**src/rtl/mux_transiciones_seq.sv**
```systemverilog
// Registered N-channel selector that blanks its output for a fixed number of cycles on every channel switch.
// Optional one-deep request queue during blanking: define MUXTRANS_PENDING_EN.
module mux_transiciones_seq #(
  parameter int MUXTRANS_SELECTWIDTH = 3,
  parameter int MUXTRANS_CHANNELS    = 8,
  parameter int MUXTRANS_DATAWIDTH   = 4,
  parameter int MUXTRANS_BLANKCYCLES = 4,
  parameter logic [MUXTRANS_DATAWIDTH-1:0] MUXTRANS_BLANKVALUE = '0
) (
  input  logic                                          CC_MUXTRANS_CLOCK_50,
  input  logic                                          CC_MUXTRANS_RESET_InLow,
  input  logic [MUXTRANS_SELECTWIDTH-1:0]               CC_MUXTRANS_select_InBUS,
  input  logic                                          CC_MUXTRANS_req_In,
  input  logic [MUXTRANS_CHANNELS*MUXTRANS_DATAWIDTH-1:0] CC_MUXTRANS_data_InBUS,
  output logic [MUXTRANS_DATAWIDTH-1:0]                 CC_MUXTRANS_z_OutBUS,
  output logic [MUXTRANS_SELECTWIDTH-1:0]               CC_MUXTRANS_active_OutBUS,
  output logic                                          CC_MUXTRANS_busy_Out,
  output logic                                          CC_MUXTRANS_done_Out
);
  localparam int SELW = MUXTRANS_SELECTWIDTH;
  localparam int DW   = MUXTRANS_DATAWIDTH;
  localparam int CNTW = (MUXTRANS_BLANKCYCLES > 1) ? $clog2(MUXTRANS_BLANKCYCLES) : 1;
  localparam logic [CNTW-1:0] RELOAD = CNTW'(MUXTRANS_BLANKCYCLES - 1);

  typedef enum logic {IDLE, BLANK} state_t;

  state_t          state, stateNext;
  logic [SELW-1:0] active, activeNext, target, targetNext, selClamp;
  logic [CNTW-1:0] counter, counterNext;
  logic [DW-1:0]   z, zNext;
  logic            busy, busyNext, done, doneNext;
`ifdef MUXTRANS_PENDING_EN
  logic [SELW-1:0] pend, pendNext;
  logic            pendValid, pendValidNext;
`endif

  function automatic logic [DW-1:0] chan(input logic [SELW-1:0] ch);
    return CC_MUXTRANS_data_InBUS[int'(ch)*DW +: DW];
  endfunction

  always_comb begin
    selClamp = CC_MUXTRANS_select_InBUS;
    if (int'(CC_MUXTRANS_select_InBUS) >= MUXTRANS_CHANNELS)
      selClamp = SELW'(MUXTRANS_CHANNELS - 1);
  end

  always_comb begin
    stateNext   = state;
    activeNext  = active;
    targetNext  = target;
    counterNext = counter;
    zNext       = z;
    busyNext    = busy;
    doneNext    = 1'b0;
`ifdef MUXTRANS_PENDING_EN
    pendNext      = pend;
    pendValidNext = pendValid;
`endif
    case (state)
      IDLE: begin
        zNext = chan(active);
        if (CC_MUXTRANS_req_In && selClamp != active) begin
          targetNext  = selClamp;
          counterNext = RELOAD;
          zNext       = MUXTRANS_BLANKVALUE;
          busyNext    = 1'b1;
          stateNext   = BLANK;
        end
      end
      BLANK: begin
`ifdef MUXTRANS_PENDING_EN
        // A request on the commit edge itself also counts as pending (last wins).
        if (CC_MUXTRANS_req_In) begin
          pendNext      = selClamp;
          pendValidNext = 1'b1;
        end
`endif
        if (counter != '0) begin
          counterNext = counter - 1'b1;
          zNext       = MUXTRANS_BLANKVALUE;
        end else begin
          activeNext = target;
          doneNext   = 1'b1;
`ifdef MUXTRANS_PENDING_EN
          if (pendValidNext && pendNext != target) begin
            counterNext = RELOAD;
            zNext       = MUXTRANS_BLANKVALUE;
            targetNext  = pendNext;
          end else begin
            zNext     = chan(target);
            busyNext  = 1'b0;
            stateNext = IDLE;
          end
          pendValidNext = 1'b0;
`else
          zNext     = chan(target);
          busyNext  = 1'b0;
          stateNext = IDLE;
`endif
        end
      end
      default: stateNext = IDLE;
    endcase
  end

  always_ff @(posedge CC_MUXTRANS_CLOCK_50 or negedge CC_MUXTRANS_RESET_InLow) begin
    if (!CC_MUXTRANS_RESET_InLow) begin
      state   <= IDLE;
      active  <= '0;
      target  <= '0;
      counter <= '0;
      z       <= MUXTRANS_BLANKVALUE;
      busy    <= 1'b0;
      done    <= 1'b0;
`ifdef MUXTRANS_PENDING_EN
      pend      <= '0;
      pendValid <= 1'b0;
`endif
    end else begin
      state   <= stateNext;
      active  <= activeNext;
      target  <= targetNext;
      counter <= counterNext;
      z       <= zNext;
      busy    <= busyNext;
      done    <= doneNext;
`ifdef MUXTRANS_PENDING_EN
      pend      <= pendNext;
      pendValid <= pendValidNext;
`endif
    end
  end

  assign CC_MUXTRANS_z_OutBUS      = z;
  assign CC_MUXTRANS_active_OutBUS = active;
  assign CC_MUXTRANS_busy_Out      = busy;
  assign CC_MUXTRANS_done_Out      = done;
endmodule
```
**config.mk**
```make
export PLATFORM = sky130hd
export DESIGN_NAME = mux_transiciones_seq
export DESIGN_NICKNAME = d
export VERILOG_FILES = /design/src/rtl/mux_transiciones_seq.sv
export SDC_FILE = /design/constraint.sdc
export NUM_CORES = 1
export LEC_CHECK = 0
export ABC_CLOCK_PERIOD_IN_PS = 2050
export CAP_MARGIN = 20
export CORE_MARGIN = 3
export CORE_UTILIZATION = 43
export DETAILED_ROUTE_END_ITERATION = 8
export GPL_ROUTABILITY_DRIVEN = 0
export PLACE_DENSITY = 0.85
export SETUP_SLACK_MARGIN = 0.3
export SLEW_MARGIN = 25
export SYNTH_ARGS = -nofsm -noshare
export SYNTH_HDL_FRONTEND = slang
export SYNTH_SLANG_ARGS = --single-unit
```
**constraint.sdc**
```tcl
create_clock -name CC_MUXTRANS_CLOCK_50 -period 2.05 [get_ports CC_MUXTRANS_CLOCK_50]
set_input_delay 0.3075 -clock CC_MUXTRANS_CLOCK_50 [delete_from_list [all_inputs] [get_ports CC_MUXTRANS_CLOCK_50]]
set_output_delay 0.3075 -clock CC_MUXTRANS_CLOCK_50 [all_outputs]
set_load 0.03 [all_outputs]
```
==> results of run 1 <==
==> power groups by stage <==
stage	logic (µW)	clock network, µW	registers, µW
after CTS	1150	176	696
after global placement	1130	0	690
after floorplan	955	0	624
after detailed placement	1170	0	699
after global routing	1210	191	727
final	1140	170	692
==> layer usage <==
metal / routed length, µm / vias to the layer above / GRT usage (%) / part of all wire [%]
met2: 1410 / 31 / 30.3 / 55
met4: 10 / 0 / 5.96 / 0.39
met3: 143 / 2 / 3.12 / 5.5
met1: 1010 / 454 / 18.6 / 39
met5: 0 / - / 0 / 0
li1: - / 404 / - / -
==> cell type report <==
type                    instances  area, µm²
well taps                      30       37.5
clock buffers                   4       26.3
flip-flops and latches         15        379
inverters                       6       22.5
repair buffers                 47        464
multi-input cells              50        698
fillers                       206        895
==> worst paths after layout <==
kind / from / endpoint / slack, ns / cells after the start
setup reg to reg: CC_MUXTRANS_active_OutBUS[0]$_DFFE_PN0P_ / target[2]$_DFFE_PN0P_ / 0.48 / 3
min in group CC_MUXTRANS_CLOCK_50: CC_MUXTRANS_busy_Out$_DFFE_PN0P_ / CC_MUXTRANS_busy_Out$_DFFE_PN0P_ / 0.53 / 2
setup / recovery: CC_MUXTRANS_busy_Out$_DFFE_PN0P_ / CC_MUXTRANS_busy_Out / 0.45 / 1
hold / removal: CC_MUXTRANS_RESET_InLow / counter[1]$_DFFE_PN0P_ / 0.43 / 1
hold reg to reg: CC_MUXTRANS_busy_Out$_DFFE_PN0P_ / CC_MUXTRANS_busy_Out$_DFFE_PN0P_ / 0.53 / 2
max in group asynchronous: CC_MUXTRANS_RESET_InLow / CC_MUXTRANS_active_OutBUS[0]$_DFFE_PN0P_ / 1.15 / 1
==> synth_stat cells <==
library cell  instances
dfrtp_1              15
mux2i_1               8
mux4_1                8
mux4_2                8
inv_1                 6
o22ai_1               4
buf_4                 3
buf_6                 3
mux2_2                3
mux2_4                3
nor2_1                3
a21oi_1               2
xnor2_1               2
a22oi_1               1
a311o_4               1
a41oi_1               1
ha_1                  1
nand2_1               1
nor2b_1               1
nor3_1                1
o21ai_0               1
xnor2_2               1
==> kinds of logic after synthesis <==
family	share of synthesized area, %
adder cells (fa/ha/maj)	1.09
AND/OR/NAND/NOR	2.28
XOR/XNOR	2.93
flip-flops	32.6
multiplexers	47.7
buffers and inverters	6.84
AO/OA/AOI/OAI	6.62
==> flip-flops by register name, indices dropped and copies added, names as in the netlist <==
signal                     cells
CC_MUXTRANS_z_OutBUS           4
CC_MUXTRANS_active_OutBUS      3
target                         3
counter                        2
CC_MUXTRANS_busy_Out           1
CC_MUXTRANS_done_Out           1
state                          1
==> metrics by stage <==
stage	utilization [%]	total power (µW)	cells	hold WS (ns)	cell area [µm²]
2_1_floorplan	-	1580	77	0.0119	1150
3_3_place_gp	63.5	1820	148	0.519	1600
3_5_place_dp	63.5	1870	148	0.519	1600
4_1_cts	64.5	2020	152	0.444	1630
5_1_grt	64.5	2130	152	0.470	1630
6_report	64.5	2000	152	0.428	1630
==> what timing repair did <==
action | 4_1_cts | 5_1_grt
hold buffers | 0 | 0
pin swaps | 0 | 0
gates cloned | 0 | 0
resized for setup | 5 | 1
setup endpoints to repair | 3 | 4
==> impl_metrics.yaml, run 1 <==
clocking:
  cts_tree: "yes"
  postCtsSetupRepairBufs: 0
  cts_num_sinks: 15
  cts_max_path_buffers: 2
  clkSlewWorstSetupHoldPaths_ns: 0.09
  insertion_delay_ns: 0.28
  numCtsBuffers: 3
  cts-root-buf: "clkbuf_4"
  htree_levels: 1
sta:
  fin_crit_sh_pct: 78.2
  final_hold_viol_count: 0
  worstMarginPinSlew_ns: 0.675
  max_freq_mhz: 623
  setup_viol: 0
  grt_setup_unrepaired: "false"
  timing.setup.tns_ns: 0
  max_slew_margin_pct: 54.9
  fin_worst_skew_ns: 0.00589
  timing.final.max_slew_violations: 0
  setup_ws_ns: 0.446
  period_minus_slack_ns: 1.60
hold_path:
  hold_path.class: "in2async"
flow_run:
  cap_viol_max_count: 0
detailed_routing:
  drt_wl_total_um: 2580
  drtPass1Iterations: 4
  final_antenna_net_count: 0
  route.vias.total: 891
  drc_errors: 0
  routedWlPerCell_um: 17.0
  drtIter0Drc: 12
  via_per_inst: 5.86
critical_path:
  startpoint_type: "register"
  slowest_stage: "clkdlybuf4s50_1"
  cpPeakStageDelay_ns: 0.67
  crit_type: "reg2out"
  cp.required_ns: 1.74
  cp_max_fo: 2
  path_cells: "clkdlybuf4s50_1"
  arrival_ns: 1.30
  path_buf_inv: 1
  worstSetupEndpointType: "output pin"
  crit_family: "buffers and inverters"
floorplanning:
  die_w_um: 57.8
  initial_core_util_pct: 45.7
  dieArea_um2: 3340
  pin_count: 47
  core_um2: 2520
  die_h_um: 57.8
  rows: 18
global_routing:
  grt_use_total_pct: 16.4
  first_global_vias: 967
  gr-total-overflow: 0
  grt_antenna_before_repair: 0
  grt_pass1_wl_um: 4100
  grt_start_max_net_pins: 16
pwr:
  pwr-share-comb_pct: 56.9
  power.share.switching_pct: 39.9
  power_report.internal_total_uw: 1200
  pwr-share-seq_pct: 34.6
  p_switching_uw: 798
  vdd_drop_max_uv: 648
  leakagePower_uw: 0.000692
  power.density_nw_per_um2: 1230
  clkPwrFrac_pct: 8.5
cells_and_area:
  antennaDiodeCount: 0
  final_cell_mix: "43 x clkdlybuf4s50_1, 12 x dfrtp_1, 8 x mux4_1, 8 x mux2i_1, 8 x mux4_2"
  final_common_cell: "clkdlybuf4s50_1"
  drive_gt1_share_pct: 18.9
  syn_to_final_growth_pct: 41.3
  nets: 162
logic_synthesis:
  ys_warn_count: 0
  ys_seq_area_share_pct: 32.6
  synthesis.nets: 116
  synth_area_leaders: "dfrtp_1 33%, mux4_1 18%, mux4_2 16%"
  syn_area_um2: 1150
  yosysTopAreaCellShare_pct: 32.6
  avgSynthCellArea_um2: 15.0
  synth-seq-cells: 15
  synth_area_leader_cell: "dfrtp_1"
  ys_types: 22
  syn_inst: 77
placement:
  portBuffers: 46
  dpl_worst_slack_ns: 0.203
  dp_hpwl_um: 2110
status:
  status: "finished, final reports clean"
Power figures use the tool's default switching activity.
==> run 2: changes to the inputs <==
- ABC_CLOCK_PERIOD_IN_PS: 2050 -> 1570
- clock period: 2.05 -> 1.57 ns (I/O delays scaled with it)
==> run 2 against run 1 <==
Compared with the run above:
- register-to-register slack worse by 0.38 ns
- global-route usage rose by 2.4 points
- critical path type is now reg2reg
- clock power is 36% higher
- clock skew fell by 0.0041 ns
- sequential cell count unchanged
- sequential share of layout area shrank 1.5 points
==> impl_metrics.yaml, run 2 (synthesized netlist as in run 1, its figures left out) <==
clocking:
  cts-root-buf: "clkbuf_4"
  htree_levels: 1
  cts_hold_buf: 0
  cts_max_path_buffers: 2
  numCtsBuffers: 3
  cts_tree: "yes"
  cts_num_sinks: 15
  insertion_delay_ns: 0.28
  clkSlewWorstSetupHoldPaths_ns: 0.10
sta:
  fin_crit_sh_pct: 93.4
  max_freq_mhz: 682
  fin_worst_skew_ns: 0.00175
  setup_viol: 0
  timing.final.max_slew_violations: 0
  max_slew_margin_pct: 70.8
  final_hold_viol_count: 0
  setup_ws_ns: 0.103
  worstMarginPinSlew_ns: 0.438
  grt_setup_unrepaired: "true"
  period_minus_slack_ns: 1.47
hold_path:
  hold_path.class: "in2async"
pwr:
  power.share.switching_pct: 39.4
  power.density_nw_per_um2: 1770
  power_report.internal_total_uw: 1870
  pwr-share-comb_pct: 67.2
  p_switching_uw: 1220
  clkPwrFrac_pct: 7.5
  vdd_drop_max_uv: 1190
  pwr-share-seq_pct: 25.3
  leakagePower_uw: 0.000746
critical_path:
  r2r_slack_ns: 0.10
  worstSetupEndpointType: "register"
  arrival_ns: 1.65
  cp.required_ns: 1.75
  r2r_cells: 3
  cp_max_fo: 4
  crit_type: "reg2reg"
  startpoint_type: "register"
global_routing:
  first_global_vias: 1036
  grt_use_total_pct: 18.8
  grt_start_max_net_pins: 16
  grt_antenna_before_repair: 0
  gr-total-overflow: 0
  grt_pass1_wl_um: 4680
cells_and_area:
  layout.cells.non_filler: 162
  final_cell_mix: "35 x clkdlybuf4s50_1, 15 x mux4_2, 12 x dfrtp_1, 8 x mux2i_1"
  syn_to_final_growth_pct: 51.1
  final_common_cell: "clkdlybuf4s50_1"
  nets: 172
  largest_reg_flops: 4
  drive_gt1_share_pct: 40.9
  antennaDiodeCount: 0
status:
  status: "finished, final reports clean"
detailed_routing:
  via_per_inst: 5.69
  route.vias.total: 922
  drt_wl_total_um: 2860
  drtPass1Iterations: 4
  drc_errors: 0
  drtIter0Drc: 17
  final_antenna_net_count: 0
  routedWlPerCell_um: 17.7
floorplanning:
  die_w_um: 57.8
  core_um2: 2520
  dieArea_um2: 3340
  die_h_um: 57.8
  pin_count: 47
  initial_core_util_pct: 45.7
  rows: 18
placement:
  dpl_worst_slack_ns: -0.216
  dp_cells: 153
  portBuffers: 46
  dp_hpwl_um: 2200
flow_run:
  cap_viol_max_count: 0
[run 2: final cells by class]
type,count,area (µm²)
clock buffer,4,26.3
fill,203,781
inverter,6,22.5
multi-input combinational,50,716
sequential,15,379
tap,30,37.5
timing repair buffer,57,561
[run 2: worst max-delay path: stages (launching register included)]
cell     delay (ns)
dfrtp_2        0.45
xnor2_2        0.16
a311o_4        0.45
mux2_4         0.31
[run 2: per-layer routing]
layer	vias to the layer above	share of wire (%)	track usage, %
li1	416	-	-
met1	468	37	21.1
met2	38	56	34.5
met3	0	7.1	6.24
met4	0	0	4.30
met5	-	0	0
[run 2: repair_timing]
item                       4_1_cts  5_1_grt
gates cloned                     0        0
buffers inserted                 5        0
setup endpoints to repair       23       23
hold endpoints to repair         0        0
gates resized for setup         35       25
pin swaps                        5        2
[run 2: power groups by stage]
stage          sequential (µW)  clock, µW  combinational [µW]
3_3_place_gp               814          0                1690
5_1_grt                    801        258                2230
2_1_floorplan              823          0                1260
4_1_cts                    774        232                2000
6_report                   781        232                2080
3_5_place_dp               830          0                1750
[run 2: path summary, 6_finish.rpt]
check	start	end
setup / recovery	CC_MUXTRANS_active_OutBUS[2]$_DFFE_PN0P_	target[1]$_DFFE_PN0P_
hold / removal	CC_MUXTRANS_RESET_InLow	CC_MUXTRANS_done_Out$_DFF_PN0_
setup reg to reg	CC_MUXTRANS_active_OutBUS[2]$_DFFE_PN0P_	target[1]$_DFFE_PN0P_
hold reg to reg	CC_MUXTRANS_busy_Out$_DFFE_PN0P_	CC_MUXTRANS_busy_Out$_DFFE_PN0P_
max in group asynchronous	CC_MUXTRANS_RESET_InLow	CC_MUXTRANS_active_OutBUS[2]$_DFFE_PN0P_
min in group CC_MUXTRANS_CLOCK_50	CC_MUXTRANS_select_InBUS[1]	target[1]$_DFFE_PN0P_
[run 2: stage by stage]
step / instance area, µm² / utilization, % / power (µW) / TNS, ns / hold WS [ns]
2_1_floorplan: 1160 / - / 2080 / -0.147 / -0.0601
3_3_place_gp: 1660 / 65.9 / 2510 / -0.762 / 0.511
3_5_place_dp: 1660 / 65.9 / 2580 / -1.13 / 0.533
5_1_grt: 1740 / 69.0 / 3280 / 0 / 0.249
4_1_cts: 1740 / 68.9 / 3010 / 0 / 0.248
6_report: 1740 / 69.0 / 3090 / 0 / 0.248
